`src/rtl/imem_loader_pkg.sv`:
```
// Shared instruction-memory constants and loader state encoding.
// Used by the loader, its bus interface and the fetch-side memories.
// No logic here: types and sizes only.
package imem_loader_pkg;

    localparam int IMEM_DEPTH  = 16;
    localparam int IMEM_ADDR_W = 4;
    localparam int IMEM_DATA_W = 16;

    typedef enum logic [2:0] {
        IDLE,
        COUNT,
        HI,
        LO,
        WRITE,
        DONE
    } ld_state_t;

endpackage

```
`src/rtl/imem_loader_if.sv`:
```
// Loader bus: control pulses, byte stream in, word write strobe out.
// Combinational bundle only, no latency of its own.
// Byte stream uses valid/ready; the write strobe has no backpressure.
interface imem_loader_if
    import imem_loader_pkg::*;
#(
    parameter int ADDR_W = IMEM_ADDR_W,
    parameter int DATA_W = IMEM_DATA_W
);

    logic              start;
    logic              in_valid;
    logic [7:0]        in_data;
    logic              in_ready;
    logic              wr_en;
    logic [ADDR_W-1:0] wr_addr;
    logic [DATA_W-1:0] wr_data;
    logic              cpu_hold;
    logic              done;
    logic              error;

    // master drives the byte stream and watches the memory side
    modport master (
        output start, in_valid, in_data,
        input  in_ready, wr_en, wr_addr, wr_data, cpu_hold, done, error
    );

    modport slave (
        input  start, in_valid, in_data,
        output in_ready, wr_en, wr_addr, wr_data, cpu_hold, done, error
    );

endinterface

```
`src/rtl/imem_loader.sv`:
```
// Assembles a byte stream (count, then hi/lo pairs) into instruction-memory word writes.
// Latency: last lo byte at edge t -> wr_en in cycle t+1 -> done in cycle t+2; 3+ cycles per word.
// Backpressure: in_ready drops in IDLE/WRITE/DONE; in_valid gaps stall the FSM indefinitely.
module imem_loader
    import imem_loader_pkg::*;
#(
    parameter int DEPTH  = IMEM_DEPTH,
    parameter int ADDR_W = IMEM_ADDR_W,
    parameter int DATA_W = IMEM_DATA_W
) (
    input  logic        clk,
    input  logic        rst,
    imem_loader_if.slave bus
);

    localparam logic [7:0]    DEPTH_B   = 8'(DEPTH);
    localparam logic [ADDR_W:0] COUNT_ONE = (ADDR_W+1)'(1);

    ld_state_t         state;
    logic [7:0]        hi_byte;
    logic [ADDR_W:0]   count;      // one extra bit so count == DEPTH fits
    logic [ADDR_W-1:0] index;
    logic              accept;
    logic              last_word;

    assign bus.in_ready = (state == COUNT) || (state == HI) || (state == LO);
    assign accept       = bus.in_valid & bus.in_ready;
    assign last_word    = ({1'b0, index} == (count - COUNT_ONE));

    always_ff @(posedge clk or posedge rst) begin
        if (rst) begin
            state        <= IDLE;
            hi_byte      <= '0;
            count        <= '0;
            index        <= '0;
            bus.wr_en    <= 1'b0;
            bus.wr_addr  <= '0;
            bus.wr_data  <= '0;
            bus.cpu_hold <= 1'b0;
            bus.done     <= 1'b0;
            bus.error    <= 1'b0;
        end else begin
            bus.wr_en <= 1'b0;
            bus.done  <= 1'b0;
            case (state)
                IDLE: begin
                    if (bus.start) begin
                        state        <= COUNT;
                        bus.cpu_hold <= 1'b1;
                        bus.error    <= 1'b0;
                    end
                end
                COUNT: begin
                    if (accept) begin
                        if ((bus.in_data != 8'd0) && (bus.in_data <= DEPTH_B)) begin
                            count <= bus.in_data[ADDR_W:0];
                            index <= '0;
                            state <= HI;
                        end else begin
                            // CPU stays held until a good load or reset
                            bus.error <= 1'b1;
                            state     <= IDLE;
                        end
                    end
                end
                HI: begin
                    if (accept) begin
                        hi_byte <= bus.in_data;
                        state   <= LO;
                    end
                end
                LO: begin
                    if (accept) begin
                        bus.wr_en   <= 1'b1;
                        bus.wr_addr <= index;
                        bus.wr_data <= DATA_W'({hi_byte, bus.in_data});
                        state       <= WRITE;
                    end
                end
                WRITE: begin
                    if (last_word) begin
                        bus.done     <= 1'b1;
                        bus.cpu_hold <= 1'b0;
                        state        <= DONE;
                    end else begin
                        index <= index + ADDR_W'(1);
                        state <= HI;
                    end
                end
                DONE: begin
                    state <= IDLE;
                end
                default: begin
                    state <= IDLE;
                end
            endcase
        end
    end

endmodule
```
`src/flat_wrapper.sv`:
```
// flat-port wrapper written by rule: the top's interface ports become plain ports
module imem_loader_flat import imem_loader_pkg::*;
#(
    parameter int DEPTH  = IMEM_DEPTH,
    parameter int ADDR_W = IMEM_ADDR_W,
    parameter int DATA_W = IMEM_DATA_W
)
  (clk, rst, bus_start, bus_in_valid, bus_in_data, bus_in_ready, bus_wr_en, bus_wr_addr, bus_wr_data, bus_cpu_hold, bus_done, bus_error);
  imem_loader_if #(.ADDR_W(ADDR_W), .DATA_W(DATA_W)) bus_i ();
  input  logic clk;
  input  logic rst;
  input wire logic [$bits(bus_i.start)-1:0] bus_start;
  input wire logic [$bits(bus_i.in_valid)-1:0] bus_in_valid;
  input wire logic [$bits(bus_i.in_data)-1:0] bus_in_data;
  output wire logic [$bits(bus_i.in_ready)-1:0] bus_in_ready;
  output wire logic [$bits(bus_i.wr_en)-1:0] bus_wr_en;
  output wire logic [$bits(bus_i.wr_addr)-1:0] bus_wr_addr;
  output wire logic [$bits(bus_i.wr_data)-1:0] bus_wr_data;
  output wire logic [$bits(bus_i.cpu_hold)-1:0] bus_cpu_hold;
  output wire logic [$bits(bus_i.done)-1:0] bus_done;
  output wire logic [$bits(bus_i.error)-1:0] bus_error;
  assign bus_i.start = bus_start;
  assign bus_i.in_valid = bus_in_valid;
  assign bus_i.in_data = bus_in_data;
  assign bus_in_ready = bus_i.in_ready;
  assign bus_wr_en = bus_i.wr_en;
  assign bus_wr_addr = bus_i.wr_addr;
  assign bus_wr_data = bus_i.wr_data;
  assign bus_cpu_hold = bus_i.cpu_hold;
  assign bus_done = bus_i.done;
  assign bus_error = bus_i.error;
  imem_loader #(.DEPTH(DEPTH), .ADDR_W(ADDR_W), .DATA_W(DATA_W)) u_core (.clk(clk), .rst(rst), .bus(bus_i));
endmodule
```
`config.mk`:
```
export PLATFORM = sky130hd
export DESIGN_NAME = imem_loader_flat
export DESIGN_NICKNAME = d
export VERILOG_FILES = /design/src/rtl/imem_loader_pkg.sv /design/src/rtl/imem_loader_if.sv /design/src/rtl/imem_loader.sv /design/src/flat_wrapper.sv
export SDC_FILE = /design/constraint.sdc
export NUM_CORES = 1
export LEC_CHECK = 0
export ABC_AREA = 1
export CAP_MARGIN = 5
export CELL_PAD_IN_SITES_DETAIL_PLACEMENT = 1
export CELL_PAD_IN_SITES_GLOBAL_PLACEMENT = 2
export CORE_ASPECT_RATIO = 0.5
export CORE_UTILIZATION = 32
export CTS_CLUSTER_SIZE = 30
export DETAILED_ROUTE_END_ITERATION = 16
export PLACE_DENSITY = 0.91
export SLEW_MARGIN = 5
export SYNTH_ARGS = -nofsm -noshare
export SYNTH_HDL_FRONTEND = slang
export SYNTH_SLANG_ARGS = --single-unit
```
`constraint.sdc`:
```
create_clock -name clk -period 2.7 [get_ports clk]
set_input_delay 0.675 -clock clk [delete_from_list [all_inputs] [get_ports clk]]
set_output_delay 0.675 -clock clk [all_outputs]
set_load 0.01 [all_outputs]
```
==> impl_results.md <==
- Net switching power: 1.012 mW
- Stages on the worst setup path: 3
- Critical Path Most Common Cell: nor2_1
- Mapped Avg Cell Area: 8.033 sq um
- Final nets: 310
- Clock power frac: 0.223
- Syn nets: 271
- Synth area leaders: dfrtp_1 (53%), nand2_1 (18%), inv_1 (5.8%)
- ANT nets after route: 0
- Mapped Cells: 257
- Register area share after synthesis: 0.5333
- CP endpoint kind: primary output
- Power Internal: 1.787 mW
- Area Growth Syn to Fin: 28.61%
- I/O Buffers: 36
- RSZ-0062 raised after global routing: false
- Cells after DPL: 377
- PnR worst setup slack: 0.2722 ns
- Status: finished clean
- Largest net degree at the start of global routing: 45
- Worst-Skew Late Latency: 0.29 ns
- Highest-delay cell along the critical path: clkdlybuf4s50_1
- CTS H-tree lvls: 2
- Worst path cell trace: nor2_1 -> nor2_1 -> clkdlybuf4s50_1
- Die ar.: between 0.006 and 0.007 sq mm
- Flop pwr share: 0.382
- Fill cells: 756
- Leakage: 1.336 nW
- DR vias: 1,723
- Bufs and invs on worst path: 1
- Layout cell share with drive strength beyond 1: 0.07744
- Worst Setup Start Kind: register
- Placer Congestion: between 0.7 and 0.8
- Most common cell after layout, fill and taps aside: nand2_1
- Synthesized area: 0.002064 sq mm
- Measured slew at the worst slew-check pin: 0.5657 ns
- Most frequent cells in the layout: nand2_1 (99), dfrtp_1 (44), clkdlybuf4s50_1 (36)
- Slowest cell delay on critical path: 0.61 ns
- Largest delay share family, worst path: buffers and inverters
- Placed instance area: 0.002505 sq mm
- Die Y: slightly below 60 microns
- HP Class: register to register
- Final Non-Filler Cells: 385
- Critical-path maximum fanout: 6
- Max-slew violation count: 0
- Total power: ~2.8 mW
- First-pass GRT wire length: 8231 microns
- Num rows: 20
- Crit path DAT: 1.75 ns
- Post-CTS Setup Bufs: 0
- # clock sinks: 44
- Synth cell types: 22
- HPWL after DPL: 3602 microns
- Worst-path clk slew: 0.06 ns
- Max Cap Viol: 0
- Total routed wirelength: approximately 5000 microns
- Via/cell ratio: roughly 4.5
- WL per Instance: 12.86 microns
- Switching part of the total: 0.3616
- Num CTS Buffers: 5
- Warnings from Yosys: 0
- WHS Path Cells: 2
- I/O Pins: 37
- DRC: 0
- Final Cell Area: 0.002655 sq mm
- GRT Residual Overflow: 0
- Skew final: 0.005049 ns
- Final min period: between 2 and 2.5 ns
- Final hold vios: 0
- CTS tree: done
- Pre-CTS WS: 0.4570 ns
- Crit share post-route: 0.8992
- Number of global-route vias before repair: 1,720
- Worst r2r path cells: 12
- Post-synthesis register bit count: 44
- # setup viols final: 0
- First-pass DRT Iterations: 4
- P per Cell Area: 1054 mW/mm^2
- Synth top area share: 0.5333
- Root Driver: clkbuf_16
- Ant. Diodes: 0
- GRT Resource Usage Total: 0.1599
- CP Data Required Time: 2.03 ns
- Drt initial violations: 59
- Crit Path Class: register to primary output
- Peak Freq: 0.4119 GHz
- Starting Density: 0.3354
- Worst slew margin: 0.6229
- Initial antenna violation count: 0
- Die Width: 115.6 microns
- Clock buffer depth: 2
- Hold_buf cts: 0
- Post-CTS sizing: 0
- Max rail drop VDD: 0.2615 mV
- Synth area leader: dfrtp_1
- Fin Setup TNS: 0 ns
- Core Box Area: 0.006156 sq mm
- Combinational cell fraction of total power: 0.395
## path summary, 6_finish.rpt
check / start / to / slack, ns
worst max-delay path: u_core.state[0] / bus_in_ready / 0.27
worst min-delay path: u_core.bus.wr_data[8] / u_core.bus.wr_data[8] / 0.47
worst max register to register: u_core.count[0] / u_core.index[1] / 0.87
worst min register to register: u_core.bus.wr_data[8] / u_core.bus.wr_data[8] / 0.47
max in group asynchronous: rst / u_core.bus.wr_addr[1] / 1.47
min in group asynchronous: rst / u_core.bus.wr_data[9] / 0.83
## per-layer routing
metal	vias to the layer above	share of wire	global-route usage
met2	23	0.46	0.2686
met5	-	0	0
met1	827	0.50	0.2091
met4	0	0.014	0.04824
met3	9	0.029	0.03502
li1	864	-	-
## sequential cells by signal, indices dropped and copies added, names as in the netlist
signal and cells:
u_core.index 4, u_core.bus.wr_addr 4, u_core.state 3, u_core.bus.error 1, u_core.hi_byte 8, u_core.count 5, u_core.bus.done 1, u_core.bus.cpu_hold 1
u_core.bus.wr_data 16, u_core.bus.wr_en 1
## cell families (layout without fill, tap and decap cells)
logic type	count (synthesis)	after routing	synth area share
xor gates and xnor gates	2	2	0.008486
and+or+nand+nor	140	140	0.2824
adders and majority gates	2	2	0.01212
DFF	44	44	0.5333
buffers and inverters	40	80	0.08364
AOI/OAI and AO/OA	29	29	0.08000
## power groups by stage
| stage | combinational (mW) | clock, mW | sequential [mW] |
|---|---|---|---|
| 2_1_floorplan | 0.590 | 0 | 1.11 |
| 3_5_place_dp | 1.11 | 0 | 1.08 |
| 3_3_place_gp | 1.07 | 0 | 1.07 |
| 4_1_cts | 1.13 | 0.634 | 1.07 |
| 5_1_grt | 1.25 | 0.657 | 1.10 |
| 6_report | 1.11 | 0.624 | 1.07 |
## synthesized netlist by cell type
master and number:
nand3_4 1, buf_4 1, nor2_2 2, a21oi_1 3
xor2_1 1, xnor2_1 1, o21ai_0 10, nor2_4 2
inv_1 32, inv_2 2, o21ai_2 5, nand2_1 99
o22ai_1 1, o21ai_1 10, ha_1 2, buf_2 3
nor2_1 20, dfrtp_1 44, buf_6 2, nand3_1 13
nand2_2 2, nand4_1 1
## per-stage QoR
step / hold slack [ns] / util
after global placement: 0.4593 / 0.4069
final: 0.4682 / 0.4313
after CTS: 0.4741 / 0.4313
after floorplan: 0.4493 / -
after global routing: 0.5023 / 0.4313
after detailed placement: 0.4580 / 0.4069
## worst min-delay path, delay by kind of cell, from the launching register on
family,cells,cell delay (ns)
AND/OR/NAND/NOR,2,0.09
flip-flops,1,0.34
## cell type report
class / count / area (sq um) / share of cell area
clock buffer: 7 / 142.6 / 0.05372
clock inverter: 1 / 7.507 / 0.002828
inverter: 34 / 127.6 / 0.04807
multi-input combinational: 173 / 790.8 / 0.2978
sequential: 44 / 1101 / 0.4147
tap: 88 / 110.1 / 0.04147
timing repair buffer: 38 / 375.4 / 0.1414
No activity file was read; power rests on OpenSTA's default activity.
